--- config.mk ---
export PLATFORM = sky130hd
export DESIGN_NAME = decode_rob_flat
export DESIGN_NICKNAME = d
export VERILOG_FILES = /design/src/rtl/decode_pkg.sv /design/src/rtl/decode_rob_if.sv /design/src/rtl/decode_rob_ptr.sv /design/src/rtl/decode_rob.sv /design/src/flat_wrapper.sv
export SDC_FILE = /design/constraint.sdc
export NUM_CORES = 1
export LEC_CHECK = 0
export ABC_AREA = 1
export CORE_MARGIN = 3
export CORE_UTILIZATION = 50
export DETAILED_ROUTE_END_ITERATION = 16
export PLACE_DENSITY = 0.74
export SETUP_SLACK_MARGIN = 0.02
export SLEW_MARGIN = 20
export SYNTH_ARGS = -nofsm -noshare
export SYNTH_HDL_FRONTEND = slang
export SYNTH_HIERARCHICAL = 1
export SYNTH_SLANG_ARGS = --single-unit
--- constraint.sdc ---
create_clock -name clk -period 17.9 [get_ports clk]
set_clock_uncertainty 0.05 [all_clocks]
set_input_delay 3.58 -clock clk [delete_from_list [all_inputs] [get_ports clk]]
set_output_delay 3.58 -clock clk [all_outputs]
set_load 0.01 [all_outputs]
--- src/rtl/decode_pkg.sv ---
// Shared decode widths and the ROB entry payload; the RAT uses the same widths.
package decode_pkg;

  localparam int ROB_DEPTH  = 16;
  localparam int ROB_IDX_W  = 4;
  localparam int FID_W      = 8;
  localparam int ARCH_REG_W = 5;

  typedef struct packed {
    logic [ARCH_REG_W-1:0] dst;
    logic [FID_W-1:0]      fid;
  } rob_entry_t;

endpackage

--- src/rtl/decode_rob_if.sv ---
// Decode <-> reorder-buffer port bundle: flush, allocate, writeback and commit channels.
interface decode_rob_if import decode_pkg::*; #(parameter int DEPTH = ROB_DEPTH) ();

  localparam int IDX_W = $clog2(DEPTH);

  logic                  snoop_hit;
  logic                  bco_valid;
  logic                  alloc_valid;
  logic                  alloc_ready;
  logic [ARCH_REG_W-1:0] alloc_dst;
  logic [FID_W-1:0]      alloc_fid;
  logic [IDX_W-1:0]      alloc_rob;
  logic                  wb_valid;
  logic [IDX_W-1:0]      wb_rob;
  logic                  commit_valid;
  logic                  commit_ready;
  logic [ARCH_REG_W-1:0] commit_dst;
  logic [FID_W-1:0]      commit_fid;
  logic [IDX_W-1:0]      commit_rob;
  logic [IDX_W:0]        count;
  logic                  empty;

  modport master (
    output snoop_hit, bco_valid, alloc_valid, alloc_dst, alloc_fid,
           wb_valid, wb_rob, commit_ready,
    input  alloc_ready, alloc_rob, commit_valid, commit_dst, commit_fid,
           commit_rob, count, empty
  );

  modport slave (
    input  snoop_hit, bco_valid, alloc_valid, alloc_dst, alloc_fid,
           wb_valid, wb_rob, commit_ready,
    output alloc_ready, alloc_rob, commit_valid, commit_dst, commit_fid,
           commit_rob, count, empty
  );

endinterface

--- src/rtl/decode_rob_ptr.sv ---
// Head/tail pointer pair with an extra wrap bit so full and empty are distinguishable.
module decode_rob_ptr #(
  parameter int DEPTH = 16
) (
  input  logic                     clk,
  input  logic                     reset,
  input  logic                     flush,
  input  logic                     inc_tail,
  input  logic                     inc_head,
  output logic [$clog2(DEPTH)-1:0] head_idx,
  output logic [$clog2(DEPTH)-1:0] tail_idx,
  output logic                     full,
  output logic                     empty,
  output logic [$clog2(DEPTH):0]   count
);

  localparam int IDX_W = $clog2(DEPTH);
  localparam logic [IDX_W:0] PTR_ONE = {{IDX_W{1'b0}}, 1'b1};

  logic [IDX_W:0] head;
  logic [IDX_W:0] tail;

  // NOTE: sequential state uses non-blocking assignments so every flop samples pre-edge values.
  always_ff @(posedge clk or posedge reset) begin
    if (reset) begin
      head <= '0;
      tail <= '0;
    end else if (flush) begin
      head <= '0;
      tail <= '0;
    end else begin
      if (inc_tail) tail <= tail + PTR_ONE;
      if (inc_head) head <= head + PTR_ONE;
    end
  end

  assign head_idx = head[IDX_W-1:0];
  assign tail_idx = tail[IDX_W-1:0];
  assign empty    = (head == tail);
  assign full     = (head[IDX_W-1:0] == tail[IDX_W-1:0]) && (head[IDX_W] != tail[IDX_W]);
  assign count    = tail - head;

endmodule

--- src/rtl/decode_rob.sv ---
// In-order reorder buffer feeding the RAT commit port; flushes on BCO or snoop hit.
// Optional DECODE_ROB_WB_BYPASS_EN lets a same-cycle writeback to the head retire immediately.
module decode_rob import decode_pkg::*; #(
  parameter int DEPTH = ROB_DEPTH
) (
  input  logic         clk,
  input  logic         reset,
  decode_rob_if.slave  rob
);

  localparam int IDX_W = $clog2(DEPTH);

  rob_entry_t       entries [DEPTH];
  logic [DEPTH-1:0] valid;
  logic [DEPTH-1:0] done;

  logic [IDX_W-1:0] head;
  logic [IDX_W-1:0] tail;
  logic             full;
  logic             is_empty;
  logic [IDX_W:0]   occupancy;

  logic flush;
  logic alloc_fire;
  logic head_done;
  logic commit_valid;
  logic commit_fire;

  assign flush      = rob.snoop_hit | rob.bco_valid;
  assign alloc_fire = rob.alloc_valid & ~full;

`ifdef DECODE_ROB_WB_BYPASS_EN
  assign head_done = done[head] | (rob.wb_valid && (rob.wb_rob == head));
`else
  assign head_done = done[head];
`endif

  assign commit_valid = ~is_empty & head_done;
  assign commit_fire  = commit_valid & rob.commit_ready;

  decode_rob_ptr #(.DEPTH(DEPTH)) u_ptr (
    .clk      (clk),
    .reset    (reset),
    .flush    (flush),
    .inc_tail (alloc_fire),
    .inc_head (commit_fire),
    .head_idx (head),
    .tail_idx (tail),
    .full     (full),
    .empty    (is_empty),
    .count    (occupancy)
  );

  // NOTE: the payload array is reset too, because the commit outputs expose the head entry
  // unconditionally and must read as zero straight out of reset.
  always_ff @(posedge clk or posedge reset) begin
    if (reset) begin
      valid <= '0;
      done  <= '0;
      for (int i = 0; i < DEPTH; i++) entries[i] <= '0;
    end else if (flush) begin
      valid <= '0;
      done  <= '0;
    end else begin
      if (alloc_fire) begin
        entries[tail] <= '{dst: rob.alloc_dst, fid: rob.alloc_fid};
        valid[tail]   <= 1'b1;
        done[tail]    <= 1'b0;
      end
      // A writeback only counts against a live entry; stale indices are dropped.
      if (rob.wb_valid && valid[rob.wb_rob]) done[rob.wb_rob] <= 1'b1;
      if (commit_fire) valid[head] <= 1'b0;
    end
  end

  assign rob.alloc_ready  = ~full;
  assign rob.alloc_rob    = tail;
  assign rob.commit_valid = commit_valid;
  assign rob.commit_dst   = entries[head].dst;
  assign rob.commit_fid   = entries[head].fid;
  assign rob.commit_rob   = head;
  assign rob.count        = occupancy;
  assign rob.empty        = is_empty;

endmodule

--- src/flat_wrapper.sv ---
// flat-port wrapper written by rule: the top's interface ports become plain ports
module decode_rob_flat import decode_pkg::*;
#(
  parameter int DEPTH = ROB_DEPTH
)
  (clk, reset, rob_snoop_hit, rob_bco_valid, rob_alloc_valid, rob_alloc_dst, rob_alloc_fid, rob_wb_valid, rob_wb_rob, rob_commit_ready, rob_alloc_ready, rob_alloc_rob, rob_commit_valid, rob_commit_dst, rob_commit_fid, rob_commit_rob, rob_count, rob_empty);
  decode_rob_if #(.DEPTH(DEPTH)) rob_i ();
  input  logic clk;
  input  logic reset;
  input wire logic [$bits(rob_i.snoop_hit)-1:0] rob_snoop_hit;
  input wire logic [$bits(rob_i.bco_valid)-1:0] rob_bco_valid;
  input wire logic [$bits(rob_i.alloc_valid)-1:0] rob_alloc_valid;
  input wire logic [$bits(rob_i.alloc_dst)-1:0] rob_alloc_dst;
  input wire logic [$bits(rob_i.alloc_fid)-1:0] rob_alloc_fid;
  input wire logic [$bits(rob_i.wb_valid)-1:0] rob_wb_valid;
  input wire logic [$bits(rob_i.wb_rob)-1:0] rob_wb_rob;
  input wire logic [$bits(rob_i.commit_ready)-1:0] rob_commit_ready;
  output wire logic [$bits(rob_i.alloc_ready)-1:0] rob_alloc_ready;
  output wire logic [$bits(rob_i.alloc_rob)-1:0] rob_alloc_rob;
  output wire logic [$bits(rob_i.commit_valid)-1:0] rob_commit_valid;
  output wire logic [$bits(rob_i.commit_dst)-1:0] rob_commit_dst;
  output wire logic [$bits(rob_i.commit_fid)-1:0] rob_commit_fid;
  output wire logic [$bits(rob_i.commit_rob)-1:0] rob_commit_rob;
  output wire logic [$bits(rob_i.count)-1:0] rob_count;
  output wire logic [$bits(rob_i.empty)-1:0] rob_empty;
  assign rob_i.snoop_hit = rob_snoop_hit;
  assign rob_i.bco_valid = rob_bco_valid;
  assign rob_i.alloc_valid = rob_alloc_valid;
  assign rob_i.alloc_dst = rob_alloc_dst;
  assign rob_i.alloc_fid = rob_alloc_fid;
  assign rob_i.wb_valid = rob_wb_valid;
  assign rob_i.wb_rob = rob_wb_rob;
  assign rob_i.commit_ready = rob_commit_ready;
  assign rob_alloc_ready = rob_i.alloc_ready;
  assign rob_alloc_rob = rob_i.alloc_rob;
  assign rob_commit_valid = rob_i.commit_valid;
  assign rob_commit_dst = rob_i.commit_dst;
  assign rob_commit_fid = rob_i.commit_fid;
  assign rob_commit_rob = rob_i.commit_rob;
  assign rob_count = rob_i.count;
  assign rob_empty = rob_i.empty;
  decode_rob #(.DEPTH(DEPTH)) u_core (.clk(clk), .reset(reset), .rob(rob_i));
endmodule
==> results.json, run 1 <==
{
  "antenna_found_initial": 0,
  "drive_gt1_share_pct": 6.66,
  "finalCriticalPeriod_ns": 7.66,
  "fillers": 2162,
  "clk-insertion-delay-late_ns": 0.54,
  "tightest_slew_ns": 1.10,
  "critPathKind": "reg2out",
  "reg2reg_slack_ns": 14.05,
  "p_per_area_mw_per_mm2": 89.6,
  "synth-seq-cells": 250,
  "top_usage_layer": "met2",
  "worstPathRequired_ns": 14.27,
  "cp_data_arrival_time_ns": 4.03,
  "numClockSinks": 250,
  "comb_power_share_pct": 6.8,
  "max_clock_freq_ghz": 0.131,
  "wl_um": 34000,
  "end_kind": "output port",
  "rsz0062_at_grt": "false",
  "n_antenna_cell": 0,
  "regToRegStartpoint": "u_core/u_ptr/head[0]",
  "via_count": 10379,
  "die_w_um": 161,
  "grt_max_degree": 106,
  "ys_seq_area_share_pct": 51.9,
  "rows": 56,
  "tns_ns": 0,
  "die-area_mm2": 0.0260,
  "port_buffers": 52,
  "ys_warn_count": 6,
  "wl_per_cell_um": 18.8,
  "cp_max_fo": 36,
  "root_buffer": "clkbuf_16",
  "synth_area_per_cell_um2": 8.14,
  "start_util_pct": 51.1,
  "gp_congestion": 0.952,
  "finalHoldViolCount": 0,
  "dp_hpwl_um": 19700,
  "setup_viol": 0,
  "synth.distinct_cells": 35,
  "grt_pass1_wl_um": 54100,
  "core_area_mm2": 0.0236,
  "endpoint": "rob_commit_fid[6]",
  "use_met3_pct": 4.33,
  "swShare_pct": 23.6,
  "intPower_uw": 919,
  "p_leak_nw": 6.13,
  "status": "finished clean",
  "period_share_pct": 42.8,
  "use_met2_pct": 41.8,
  "ctsLongestPathBuffers": 3,
  "p_clk_share_pct": 44.2,
  "gr-total-overflow": 0,
  "min_path_type": "reg2reg",
  "slew_violations": 0,
  "grt_pass1_vias": 9948,
  "synthToLayoutAreaGrowth_pct": 11.4,
  "postCtsResizedCells": 0,
  "grt_use_total_pct": 25.9,
  "cts_buffers": 27,
  "via_per_inst": 5.75,
  "first_pass_iters": 5,
  "startpoint_type": "flip-flop",
  "holdBufCountCts": 0,
  "pin_count": 53,
  "relSlewSlack_pct": 26.3,
  "rr_worst_depth": 9,
  "htreeDepth": 1,
  "post_cts_buffers": 0,
  "drtAntennaViolNets": 0,
  "nets": 1500,
  "grtUsageMet1_pct": 36.2,
  "r2r-end": "u_core/entries[66]",
  "path_clk_slew_ns": 0.06,
  "fin_cells": 1805,
  "first_iter_violations": 1072,
  "switchingPower_uw": 284,
  "regArea_mm2": 0.00626,
  "netlist_area_mm2": 0.0121,
  "power.share.sequential_pct": 49.0,
  "multi_input_area_mm2": 0.00498,
  "synth_cells": 1482,
  "ir_drop_uv": 73.8,
  "crit_start": "u_core/u_ptr/head[1]",
  "dieHeight_um": 161,
  "maxCapViolCount": 0,
  "syn_nets": 1513,
  "drcViolationCount": 0,
  "post-place-cells": 1759,
  "cts_tree": "built"
}
==> sequential cells by signal, indices dropped and copies added, names as in the netlist <==
name,flops
u_core/entries,208
u_core/u_ptr/tail,5
u_core/valid,16
u_core/u_ptr/head,5
u_core/done,16
==> metal layers <==
layer,wire length (µm),share of wire (%)
met5,0,0
met4,1030,3.0
met3,2750,8.1
met2,15800,47
met1,14400,42
==> worst min path at each step <==
stage,endpoint,cells past startpoint,startpoint
2_1_floorplan,u_core/entries[100],2,u_core/entries[100]
3_3_place_gp,u_core/entries[191],2,u_core/entries[191]
3_5_place_dp,u_core/entries[145],2,u_core/entries[145]
4_1_cts,u_core/entries[194],2,u_core/entries[194]
5_1_grt,u_core/entries[20],2,u_core/entries[20]
6_report,u_core/entries[47],2,u_core/entries[47]
==> worst max-delay path: stages (launching register included) <==
cell	delay, ns
dfrtp_1	0.55
clkinv_2	0.54
nor2_4	0.80
buf_4	0.47
a22oi_1	0.13
nand3_1	0.14
nand2_1	0.06
nand4_1	0.18
clkdlybuf4s50_1	0.60
==> stage by stage <==
step	instance area [µm²]	utilization, %	setup slack [ns]	power (mW)	hold WS (ns)
after floorplan	12100	-	7.68	0.645	0.404
after global placement	12600	53.2	11.00	0.679	0.417
after detailed placement	12600	53.2	10.92	0.680	0.424
after CTS	13400	56.9	10.34	1.21	0.438
after global routing	13400	56.9	10.09	1.24	0.451
final	13400	56.9	10.24	1.20	0.434
==> cell usage after synthesis, drive strengths merged <==
master  instances  share of area [%]
nand2         434                 14
dfrtp         250                 52
o21ai         213                8.8
nand3         191                8.3
inv            85                2.7
nor2           71                2.8
clkbuf         63                2.0
a22oi          52                3.2
buf            40                2.0
a21oi          32                1.3
nand4          30                1.6
ha              6               0.62
nor3            5               0.25
clkinv          3              0.093
o21a            2               0.12
and3            1              0.052
fa              1               0.17
or2             1              0.052
xnor2           1              0.073
xor2            1              0.073
==> kinds of logic (layout without fill, tap and decap cells) <==
logic type	count (synthesis)	after routing	synth area share [%]
and+or+nand+nor	733	733	26.8
buffers and inverters	191	195	6.86
xor gates and xnor gates	2	2	0.145
adders and majority gates	7	7	0.789
AOI/OAI and AO/OA	299	299	13.5
DFF	250	250	51.9
==> power by group through the flow <==
stage	sequential (mW)	clock, mW	combinational [mW]
floorplan	0.596	0	0.0486
global placement	0.598	0	0.0813
detailed placement	0.598	0	0.0821
CTS	0.588	0.543	0.0827
global route	0.590	0.563	0.0912
finish	0.589	0.532	0.0818
==> layout by cell type, fill, tap and decap left out, types with 32 or more instances in the layout <==
cell type / instances
o21ai_1: 32
a21oi_1: 32
inv_1: 71
nand2_1: 427
o21ai_0: 181
clkdlybuf4s50_1: 52
nand3_1: 181
dfrtp_1: 249
nor2_1: 56
a22oi_1: 52
==> cell type report <==
class	instances	share of cell area, %
clock inverter	7	0.373
multi-input combinational	1041	37.1
timing repair buffer	61	4.41
clock buffer	39	5.96
tap	319	2.97
sequential	250	46.6
inverter	88	2.60
Power figures use the tool's default switching activity.
==> run 2, diff against run 1 <==
- clock period: 17.9 -> 7.9 ns (I/O delays scaled with it)
==> results.json, run 2 (synthesized netlist as in run 1, its figures left out) <==
{
  "status": "finished clean",
  "grt_pass1_wl_um": 53900,
  "nets": 1502,
  "pin_count": 53,
  "rsz0062_at_grt": "false",
  "end_kind": "output port",
  "holdBufCountCts": 0,
  "core_area_mm2": 0.0236,
  "die_w_um": 161,
  "post_cts_buffers": 0,
  "period_share_pct": 74.1,
  "drcViolationCount": 0,
  "cts_buffers": 27,
  "finalHoldViolCount": 0,
  "rows": 56,
  "finalCriticalPeriod_ns": 5.85,
  "fin_cells": 1811,
  "via_per_inst": 5.78,
  "post-place-cells": 1761,
  "preCtsSetupSlack_ns": 2.71,
  "critPathKind": "reg2out",
  "tightest_slew_ns": 1.07,
  "clk-insertion-delay-late_ns": 0.54,
  "first_pass_iters": 5,
  "wl_per_cell_um": 18.7,
  "fin_ws_ns": 2.05,
  "die-area_mm2": 0.0260,
  "intPower_mw": 2.09,
  "final_cell_mix": "427 x nand2_1, 249 x dfrtp_1, 181 x o21ai_0, 181 x nand3_1, 71 x inv_1",
  "path_clk_slew_ns": 0.06,
  "min_path_type": "reg2reg",
  "cp_cell_sequence": "clkinv_2 > nor2_4 > buf_4 > a22oi_1 > nand3_1 > nand2_1 > nand4_1 > clkdlybuf4s50_1",
  "comb_power_share_pct": 6.8,
  "first_iter_violations": 861,
  "port_buffers": 52,
  "top_register": "u_core/entries",
  "root_buffer": "clkbuf_16",
  "p_leak_nw": 6.15,
  "largest_registers": "u_core/entries: 208 flops, u_core/done: 16 flops, u_core/valid: 16 flops",
  "via_count": 10470,
  "numClockSinks": 250,
  "switchingPower_uw": 659,
  "postCtsResizedCells": 0,
  "drtAntennaViolNets": 0,
  "synthToLayoutAreaGrowth_pct": 11.6,
  "worstPathRequired_ns": 6.27,
  "start_util_pct": 51.1,
  "grt_pass1_vias": 9822,
  "max_stage_delay_ns": 0.86,
  "cpMaxStageDelayCell": "clkinv_2",
  "ctsLongestPathBuffers": 3,
  "setup_viol": 0,
  "power.share.sequential_pct": 48.6,
  "cp_data_arrival_time_ns": 4.22,
  "cts_tree": "built",
  "cp_max_fo": 69,
  "ir_drop_uv": 173,
  "tns_ns": 0,
  "n_antenna_cell": 0,
  "grt_use_total_pct": 25.8,
  "gp_congestion": 0.874,
  "startpoint_type": "flip-flop",
  "htreeDepth": 1,
  "gr-total-overflow": 0,
  "wl_um": 33900,
  "antenna_found_initial": 1,
  "p_clk_share_pct": 44.7,
  "slew_violations": 0,
  "grt_max_degree": 78,
  "final_common_cell": "nand2_1",
  "dp_hpwl_um": 19900,
  "fillers": 2154,
  "relSlewSlack_pct": 28.5,
  "maxCapViolCount": 0,
  "dieHeight_um": 161,
  "swShare_pct": 24.0,
  "drive_gt1_share_pct": 6.97,
  "max_clock_freq_ghz": 0.171,
  "largest_register_ffs": 208,
  "p_per_area_mw_per_mm2": 204
}
-- run 2: changes by cell type in the layout (fill, tap and decap cells not counted), sizes merged --
| cell | previous run | this run |
|---|---|---|
| clkbuf | 39 | 40 |
| clkinvlp | 0 | 1 |
| buf | 9 | 11 |
| clkinv | 10 | 12 |
-- run 2: path summary, 6_finish.rpt --
| check | to | slack, ns | from | cells past startpoint |
|---|---|---|---|---|
| max in group asynchronous | u_core/entries[142] | 4.86 | reset | 4 |
| min in group asynchronous | u_core/u_ptr/tail[4] | 1.36 | reset | 2 |
| worst min-delay path | u_core/entries[47] | 0.44 | u_core/entries[47] | 2 |
| worst max-delay path | rob_commit_fid[6] | 2.05 | u_core/u_ptr/head[1] | 8 |
| worst max register to register | u_core/u_ptr/head[4] | 4.53 | u_core/u_ptr/head[0] | 15 |
| worst min register to register | u_core/entries[47] | 0.44 | u_core/entries[47] | 2 |
-- run 2: metal layers --
metal  track usage (%)  vias up  part of all wire, %
li1                  -     4899                    -
met1              37.6     5053                   44
met5                 0        -                0.021
met3              3.90       86                  7.1
met2              39.9      430                   45
met4              9.03        2                  3.6
-- run 2: cell type report --
type | count | area (µm²) | area share (%)
multi-input combinational | 1041 | 4980 | 37.0
clock buffer | 40 | 805 | 5.98
tap | 319 | 399 | 2.97
inverter | 88 | 345 | 2.57
sequential | 250 | 6260 | 46.5
clock inverter | 10 | 68.8 | 0.511
timing repair buffer | 63 | 603 | 4.48
-- run 2: power by group through the flow --
stage          combinational, mW  clock [mW]  sequential [mW]
3_3_place_gp               0.184           0             1.36
3_5_place_dp               0.187           0             1.36
6_report                   0.186        1.23             1.33
4_1_cts                    0.189        1.25             1.33
5_1_grt                    0.209        1.30             1.34
2_1_floorplan              0.110           0             1.35
-- run 2: critical path: cells and delay by family (launching register included) --
family	cells	cell delay, ns
buffers and inverters	3	2.04
AND/OR/NAND/NOR	4	0.87
AO/OA/AOI/OAI	1	0.14
flip-flops	1	0.57
-- run 2: stage by stage --
step	power [mW]	cell area [µm²]	utilization [%]	hold WS [ns]
after floorplan	1.46	12100	-	0.404
after global placement	1.54	12600	53.3	0.417
after detailed placement	1.54	12600	53.3	0.423
after CTS	2.77	13500	57.0	0.437
after global routing	2.84	13500	57.0	0.449
final	2.75	13500	57.0	0.437
==> run 3, diff against run 2 <==
- PLACE_DENSITY: 0.74 -> 0.76
- clock period: 7.9 -> 4.93 ns (I/O delays scaled with it)
==> results.json, run 3 (synthesized netlist as in run 1, its figures left out) <==
{
  "max_clock_freq_ghz": 0.229,
  "numClockSinks": 250,
  "cp_max_fo": 39,
  "gp_congestion": 0.877,
  "maxCapViolCount": 0,
  "tightest_slew_ns": 0.921,
  "core_area_mm2": 0.0236,
  "grt_use_total_pct": 25.9,
  "cp_data_arrival_time_ns": 3.32,
  "postCtsResizedCells": 0,
  "clk-insertion-delay-late_ns": 0.54,
  "cpMostUsedCell": "nand2_1",
  "final_cell_mix": "427 x nand2_1, 249 x dfrtp_1, 181 x o21ai_0, 181 x nand3_1, 71 x inv_1",
  "nets": 1504,
  "cts_buffers": 27,
  "status": "finished clean",
  "end_kind": "output port",
  "comb_power_share_pct": 6.5,
  "period_share_pct": 88.4,
  "final_common_cell": "nand2_1",
  "worstPathRequired_ns": 3.89,
  "dp_hpwl_um": 19700,
  "power.share.sequential_pct": 46.5,
  "p_leak_nw": 6.20,
  "gr-total-overflow": 0,
  "grt_max_degree": 110,
  "max_stage_delay_ns": 0.72,
  "tns_ns": 0,
  "via_count": 10611,
  "startpoint_type": "flip-flop",
  "start_util_pct": 51.1,
  "finalCriticalPeriod_ns": 4.36,
  "rows": 56,
  "p_total_mw": 4.59,
  "p_clk_share_pct": 47.0,
  "setup_viol": 0,
  "slew_violations": 0,
  "relSlewSlack_pct": 38.5,
  "cts_tree": "built",
  "cp_cell_sequence": "nand2_1 > inv_2 > buf_4 > a22oi_1 > nand3_1 > nand2_1 > nand4_1 > clkdlybuf4s50_1",
  "die_w_um": 161,
  "first_pass_iters": 6,
  "path_clk_slew_ns": 0.06,
  "critPathKind": "reg2out",
  "rsz0062_at_grt": "false",
  "holdBufCountCts": 0,
  "switchingPower_mw": 1.05,
  "swShare_pct": 22.8,
  "wl_um": 33500,
  "first_iter_violations": 1113,
  "antenna_found_initial": 0,
  "n_antenna_cell": 0,
  "grt_pass1_wl_um": 54400,
  "via_per_inst": 5.86,
  "ir_drop_uv": 487,
  "cpMaxStageDelayCell": "inv_2",
  "p_per_area_mw_per_mm2": 337,
  "synthToLayoutAreaGrowth_pct": 12.9,
  "die-area_mm2": 0.0260,
  "grt_pass1_vias": 10036,
  "drtAntennaViolNets": 0,
  "wl_per_cell_um": 18.5,
  "largest_registers": "u_core/entries: 208 flops, u_core/done: 16 flops, u_core/valid: 16 flops",
  "root_buffer": "clkbuf_16",
  "drcViolationCount": 0,
  "pin_count": 53,
  "top_register": "u_core/entries",
  "port_buffers": 52,
  "htreeDepth": 1,
  "drive_gt1_share_pct": 6.97,
  "ctsLongestPathBuffers": 3,
  "finalHoldViolCount": 0,
  "intPower_mw": 3.54,
  "largest_register_ffs": 208,
  "min_path_type": "reg2reg",
  "post_cts_buffers": 0,
  "dieHeight_um": 161
}
## run 3: cell count changes in the layout (fill, tap and decap cells not counted)
cell,change
buf_12,+4
buf_4,-2
bufinv_16,+4
clkbuf_1,+1
clkbuf_8,-1
clkinv_2,-6
clkinvlp_4,+2
inv_6,-1
## run 3: through the flow
step / utilization (%) / cell area [µm²] / std cells / setup WS, ns / hold WS (ns)
final: 57.6 / 13600 / 1812 / 0.570 / 0.435
after global routing: 57.6 / 13600 / 1812 / 0.449 / 0.452
after CTS: 57.6 / 13600 / 1812 / 0.619 / 0.438
after detailed placement: 53.6 / 12600 / 1763 / 1.19 / 0.423
after global placement: 53.6 / 12600 / 1763 / 1.23 / 0.416
after floorplan: - / 12100 / 1482 / 0.746 / 0.404
## run 3: worst paths after layout
path                                 startpoint              endpoint  slack [ns]  cells after the start
min reg2reg                 u_core/entries[193]   u_core/entries[193]        0.44                      2
max reg2reg                u_core/u_ptr/head[0]  u_core/u_ptr/head[4]        1.77                     16
min                         u_core/entries[193]   u_core/entries[193]        0.44                      2
min in group asynchronous                 reset       u_core/done[12]        0.76                      2
max                        u_core/u_ptr/head[1]     rob_commit_fid[5]        0.57                      8
max in group asynchronous                 reset     u_core/entries[9]        3.20                      3
## run 3: layer usage
metal | GRT usage (%) | share of wire [%]
met5 | 0 | 0
met4 | 8.37 | 3.0
met3 | 3.64 | 7.7
met2 | 42.0 | 46
met1 | 36.5 | 43
## run 3: cell type report
type	count	area, µm²
Fill cell	2129	10000
Sequential cell	250	6260
Clock buffer	40	795
Inverter	88	345
Multi-Input combinational cell	1041	4980
Timing Repair Buffer	65	668
Tap cell	319	399
Clock inverter	9	165
## run 3: worst max-delay path: cells and delay by family, from the launching register on
family	cells	cell delay, ns
AOI/OAI and AO/OA	1	0.10
buffers and inverters	3	1.62
and+or+nand+nor	4	0.49
DFF	1	0.56
## run 3: power by group through the flow
| stage | registers (mW) | clock network [mW] | logic, mW |
|---|---|---|---|
| 6_report | 2.14 | 2.16 | 0.298 |
| 5_1_grt | 2.14 | 2.28 | 0.333 |
| 4_1_cts | 2.13 | 2.19 | 0.302 |
| 3_5_place_dp | 2.17 | 0 | 0.300 |
| 3_3_place_gp | 2.17 | 0 | 0.296 |
| 2_1_floorplan | 2.16 | 0 | 0.177 |
